[src/rtl/reg_file_pkg.sv]
// Shared datapath geometry for the register file, ALU and control path.
// Also provides the read-with-forwarding rule used by every read port.
package reg_file_pkg;

    localparam int REG_COUNT  = 32;
    localparam int REG_ADDR_W = 5;
    localparam int DATA_W     = 32;

    typedef logic [REG_ADDR_W-1:0] reg_addr_t;
    typedef logic [DATA_W-1:0]     reg_data_t;

    localparam reg_addr_t ZERO_REG = '0;

    // en is already qualified: wr_en, non-zero address and reset released.
    typedef struct packed {
        logic      en;
        reg_addr_t addr;
        reg_data_t data;
    } wr_req_t;

    function automatic reg_data_t read_fwd(input reg_addr_t addr,
                                           input wr_req_t   wr,
                                           input reg_data_t stored);
        if (addr == ZERO_REG) begin
            return '0;
        end
        if (wr.en && (wr.addr == addr)) begin
            return wr.data;
        end
        return stored;
    endfunction

endpackage

[src/rtl/reg_file_scan_ctrl.sv]
// Debug-scan stepping: auto prescaler or manual edge-detected step request.
// Produces a single-cycle advance pulse for the debug address counter.
module scan_ctrl #(
    parameter int SCAN_DIV = 100000000
) (
    input  logic clk,
    input  logic reset,
    input  logic scan_mode,
    input  logic scan_step,
    output logic advance
);

    localparam int PW = (SCAN_DIV > 1) ? $clog2(SCAN_DIV) : 1;
    localparam logic [PW-1:0] TERM_CNT = PW'(SCAN_DIV - 1);

    logic [PW-1:0] presc_q, presc_d;
    logic          step_prev_q;
    logic          auto_tick;
    logic          manual_tick;

    assign auto_tick   = scan_mode && (presc_q == TERM_CNT);
    assign manual_tick = !scan_mode && scan_step && !step_prev_q;
    assign advance     = auto_tick || manual_tick;

    // Holding the prescaler at 0 in manual mode makes every entry to auto mode start a full period.
    // NOTE: presc_d gets a default first so no path through this block can infer a latch.
    always_comb begin
        presc_d = '0;
        if (scan_mode && !auto_tick) begin
            presc_d = presc_q + PW'(1);
        end
    end

    // NOTE: state registers use non-blocking assignment so all flops sample the same pre-edge values.
    always_ff @(posedge clk or negedge reset) begin
        if (!reset) begin
            presc_q     <= '0;
            step_prev_q <= 1'b0;
        end else begin
            presc_q     <= presc_d;
            step_prev_q <= scan_step;
        end
    end

endmodule

[src/rtl/reg_file.sv]
// 32x32 register file, two combinational read ports with write-before-read
// forwarding, plus a scanning debug read port.
module reg_file
    import reg_file_pkg::*;
#(
    parameter int SCAN_DIV = 100000000
) (
    input  logic                  clk,
    input  logic                  reset,
    input  logic [REG_ADDR_W-1:0] rs_addr,
    input  logic [REG_ADDR_W-1:0] rt_addr,
    output logic [DATA_W-1:0]     rs_data,
    output logic [DATA_W-1:0]     rt_data,
    input  logic                  wr_en,
    input  logic [REG_ADDR_W-1:0] wr_addr,
    input  logic [DATA_W-1:0]     wr_data,
    input  logic                  scan_mode,
    input  logic                  scan_step,
    output logic [REG_ADDR_W-1:0] dbg_addr,
    output logic [DATA_W-1:0]     dbg_data
);

    reg_data_t regs_q [REG_COUNT];
    reg_addr_t dbg_addr_q, dbg_addr_d;
    wr_req_t   wr;
    logic      advance;

    scan_ctrl #(
        .SCAN_DIV (SCAN_DIV)
    ) u_scan_ctrl (
        .clk       (clk),
        .reset     (reset),
        .scan_mode (scan_mode),
        .scan_step (scan_step),
        .advance   (advance)
    );

    // Gating with reset keeps forwarding from leaking wr_data while the file is held clear.
    always_comb begin
        wr.en   = wr_en && reset && (wr_addr != ZERO_REG);
        wr.addr = wr_addr;
        wr.data = wr_data;
    end

    always_comb begin
        rs_data  = read_fwd(rs_addr,    wr, regs_q[rs_addr]);
        rt_data  = read_fwd(rt_addr,    wr, regs_q[rt_addr]);
        dbg_data = read_fwd(dbg_addr_q, wr, regs_q[dbg_addr_q]);
    end

    always_comb begin
        dbg_addr_d = dbg_addr_q;
        if (advance) begin
            dbg_addr_d = dbg_addr_q + REG_ADDR_W'(1);
        end
    end

    assign dbg_addr = dbg_addr_q;

    // NOTE: the storage array is reset because the file must read all-zero while reset is held,
    // which rules out a plain RAM macro here.
    always_ff @(posedge clk or negedge reset) begin
        if (!reset) begin
            for (int i = 0; i < REG_COUNT; i++) begin
                regs_q[i] <= '0;
            end
        end else begin
            for (int i = 1; i < REG_COUNT; i++) begin
                if (wr.en && (wr.addr == REG_ADDR_W'(i))) begin
                    regs_q[i] <= wr.data;
                end
            end
        end
    end

    always_ff @(posedge clk or negedge reset) begin
        if (!reset) begin
            dbg_addr_q <= '0;
        end else begin
            dbg_addr_q <= dbg_addr_d;
        end
    end

endmodule

[config.mk]
export PLATFORM = sky130hd
export DESIGN_NAME = reg_file
export DESIGN_NICKNAME = d
export VERILOG_FILES = /design/src/rtl/reg_file_pkg.sv /design/src/rtl/reg_file_scan_ctrl.sv /design/src/rtl/reg_file.sv
export SDC_FILE = /design/constraint.sdc
export NUM_CORES = 2
export LEC_CHECK = 0
export CORE_ASPECT_RATIO = 2
export CORE_MARGIN = 3
export CORE_UTILIZATION = 50
export DETAILED_ROUTE_END_ITERATION = 8
export PLACE_DENSITY = 0.65
export SLEW_MARGIN = 20
export SYNTH_ARGS = -nofsm -noshare
export SYNTH_HDL_FRONTEND = slang
export SYNTH_HIERARCHICAL = 1
export SYNTH_SLANG_ARGS = --single-unit
[constraint.sdc]
create_clock -name clk -period 3.45 [get_ports clk]
set_input_delay 0.69 -clock clk [delete_from_list [all_inputs] [get_ports clk]]
set_output_delay 0.69 -clock clk [all_outputs]
set_load 0.005 [all_outputs]
==> results.md <==
- The CTS buffer count is 98.
- The Yosys step of the flow raised 70 warnings.
- The number of hold buffers added after CTS was 0.
- Once routing completed, OpenROAD measured the worst setup slack at -0.500 ns.
- The via count of the first global-routing pass is around 54000.
- The iteration count of the initial detailed-routing pass is 8.
- In the routed layout, each cell is associated on average with a via count of 7.40.
- The number of synthesized flops with an enable pin is 0.
- The critical path in this run is classified as reg2out.
- The core outline area is 126000 um^2.
- Counting every net in the synthesized netlist gives roughly 4800.
- For this run, the leading register cell type out of synthesis is sky130_fd_sc_hd__dfrtp_1.
- STA classifies the critical path startpoint as a flop.
- Setup violations remaining at the end of the flow were counted as between 40 and 50.
- The flow ran to the end, but the final reports show violations.
- The highest net fanout along the worst path is 6.
- Of the cells placed in the final design, the portion with a size suffix greater than 1 is 0.610.
- Summing every instance area after synthesis gives 63800 um^2.
- The overall track demand over capacity in global routing is 0.419.
- The worst path in the final design needs a cycle of 3.95 ns, including I/O delays and setup.
- The most frequent cell after synthesis is sky130_fd_sc_hd__mux2_2.
- The initial utilization of the core area, before any placement, comes to 0.506.
- The final standard cell utilization of the core is 0.659.
- The initialized floorplan defines approximately 180 standard-cell rows.
- The setup TNS is -12.45 ns.
- The initial antenna violation count is 16.
- In the routed design, unresolved DRC markers number 0.
- The source of the critical timing path is dbg_addr[0].
- The layout has 8908 filler cells.
- The area growth from synthesis to layout is 30.2%.
- The routed design has 281000 um of wire.
- The detailed placer's ending HPWL is 177000 um.
- The final reports fail on setup timing.
- No sink is reached through more buffers than the 3 on the longest clock path.
- The die is 259 um wide.
- Dividing the detail-routed wire length by the instance count gives 39.1 um.
- The maximum level of the CTS H-tree is 3.
- The die covers roughly 130000 um^2.
- The total via count after detailed routing is ~53000.
- The hold violation count in the final report is 0.
- The number of port buffers is 152.
- The kind of path behind the tightest hold check is in2async.
- In the post-synthesis netlist, the biggest area contributors are sky130_fd_sc_hd__dfrtp_1, sky130_fd_sc_hd__mux4_2, sky130_fd_sc_hd__mux2_2.
- The start of the worst register-to-register path is u_scan_ctrl/presc_q[12].
- The number of nets in the final layout is ~5500.
- Clock latency on the worst-skew pair, taken at its later pin, is 0.74 ns.
- The first-pass GRT wire length is around 400000 um.
- The sequential cell area fraction in the yosys report is 0.402.
- Setup repair after global routing could not meet its margin everywhere.
- The instance area after placement is 73100 um^2.
- STA classifies the critical path endpoint as a primary output.
- The congestion estimate from routability-driven global placement came to 0.975.
- From bottom edge to top edge, the die measures 511 um.
- The leftover overflow at the end of global routing is 0.
- For the pin with the worst max-slew slack, the measured transition is 1.00 ns.
- The max-capacitance violation count is 0.
- The required time of the worst setup path is between 2 and 3 ns.
- The TritonCTS clock tree is yes.
- The buffer type at the clock tree root is sky130_fd_sc_hd__clkbuf_16.
- The maximum ir drop on the vdd rail is roughly 0.00045 V.
- The number of design-rule violations left by the first detailed-router iteration is 7382.
- In this run the static leakage power is approximately 36 nW.
- The residual antenna-violating net count after detailed routing is 0.
- The number of sinks driven by the clock tree is 1025.
- For the worst setup path, the data arrival time is 3.26 ns.
- Yosys mapped the design onto 73 distinct sky130hd cell types.
- The worst hold slack is 0.298 ns.
- The average instance in the mapped netlist occupies 13.5 um^2.
- The async set-reset flop share out of synthesis is 1.00.
- Synthesis produced 4730 cells.
- The power density relative to cell area is slightly below 600 nW/um^2.
- Entering global routing, the biggest net connects 188 pins.
- In the finished design, the share of the clock period the worst path needs comes to 1.14.
- Of all cell types, the one taking the most synthesized area is sky130_fd_sc_hd__dfrtp_1.
- Timing would allow up to 0.253 GHz.
- In this run, synthesis produced a sequential element count of 1025.
- After clock tree synthesis, the clock-pin slew on the worst setup and hold paths is 0.07 ns.
- The number of placed I/O pins is 153.
- Measured in cells, the most critical reg-to-reg path has a length of 7.
- On the final layout, the worst clock skew is slightly below 0.03 ns.
- Once layout is done, the placed cells without fillers occupy 83100 um^2.
- The final number of max-transition violations came to 0.
- The share of synthesized area in the top cell type comes to 0.402.
- Headroom to the max-slew limit came out at 0.325.
- In the synthesized netlist, the cells that appear most often are sky130_fd_sc_hd__mux2_2, sky130_fd_sc_hd__dfrtp_1, sky130_fd_sc_hd__mux4_2, sky130_fd_sc_hd__mux2i_1, sky130_fd_sc_hd__buf_2.
per-stage QoR:
step / setup slack [ns] / power, mW / std cells
after floorplan: 0.522 / 24.4 / 4730
after global placement: -1.15 / 32.5 / 6731
after detailed placement: -0.866 / 32.7 / 6731
after CTS: -0.466 / 48.2 / 7134
after global routing: -0.542 / 50.5 / 7184
final: -0.500 / 49.4 / 7190
cell families after synthesis:
family,share of synthesized area
muxes,0.436
AOI/OAI and AO/OA,0.0744
adders and majority gates,0.000588
buffers and inverters,0.0432
xor gates and xnor gates,0.00453
DFF,0.402
and+or+nand+nor,0.0389
final timing paths:
check                                     endpoint  slack [ns]
setup / recovery                      dbg_data[17]       -0.50
hold / removal                         regs_q[864]        0.30
min in group clk           u_scan_ctrl/step_prev_q        0.43
hold reg to reg             u_scan_ctrl/presc_q[0]        0.49
max in group asynchronous               regs_q[35]        1.17
setup reg to reg                       dbg_addr[3]        1.15
critical path, stage by stage (launching register included):
cell                      delay (ns)
sky130_fd_sc_hd__dfrtp_4        0.56
sky130_fd_sc_hd__buf_8          0.16
sky130_fd_sc_hd__buf_12         0.14
sky130_fd_sc_hd__buf_8          0.12
sky130_fd_sc_hd__buf_16         0.14
sky130_fd_sc_hd__buf_8          0.12
sky130_fd_sc_hd__mux4_2         0.43
sky130_fd_sc_hd__a22oi_2        0.25
sky130_fd_sc_hd__a41oi_2        0.18
sky130_fd_sc_hd__a22o_1         0.25
sky130_fd_sc_hd__buf_2          0.15
power breakdown:
group	switching [mW]	leakage, nW	internal, mW	total, mW
clock	5.19	1.73	6.96	12.2
combinational	10.8	20.4	11.1	22.0
sequential	1.71	13.6	13.6	15.3
total	17.7	35.8	31.7	49.4
layout make-up:
type / instances / area, um^2 / area share
flip-flops and latches: 1025 / 25700 / 0.309
multi-input cells: 3156 / 38600 / 0.464
clock inverters: 50 / 713 / 0.00858
inverters: 26 / 97.6 / 0.00117
well taps: 1674 / 2090 / 0.0252
repair buffers: 1118 / 13100 / 0.158
diodes: 10 / 25.0 / 0.000301
clock buffers: 131 / 2790 / 0.0336
flip-flops by register name, summed over array words and instances, names as in the netlist:
register,cells
regs_q,992
dbg_addr,5
u_scan_ctrl/step_prev_q,1
u_scan_ctrl/presc_q,27
routing by layer:
layer  vias up  GRT usage  routed length, um
met2      4343      0.622             124000
met3      1565      0.132              34300
met1     27300      0.494              92800
li1      20000          -                  -
met4         8      0.351              29700
met5         -    0.00259                103
layout by cell type, fill, tap and decap left out, drive strengths merged, types with 8 or more instances in the layout:
master,n
dfrtp,1025
a221o,17
a2111oi,8
clkdlybuf4s50,39
diode,10
clkbuf,146
o22ai,56
nor2b,21
inv,30
buf,1027
mux2i,246
a31oi,21
a21oi,67
a221oi,108
a22oi,122
o221ai,25
a22o,28
xnor2,12
nand4,11
dlygate4sd2,22
nand3,23
clkdlybuf4s15,10
bufinv,17
nand2,144
clkinv,26
xor2,21
o21ai,85
mux4,565
a211oi,14
nand2b,12
a41oi,13
mux2,1123
nor3,46
nor4,19
and3,26
nor2,210
o311ai,33
o31ai,20
what timing repair did:
action / in CTS / in global routing
gates resized for setup: 956 / 205
cloned: 18 / 1
pin swaps: 179 / 108
buffers inserted: 227 / 76
endpoints found under the setup margin: 96 / 93
Power figures use the tool's default switching activity.
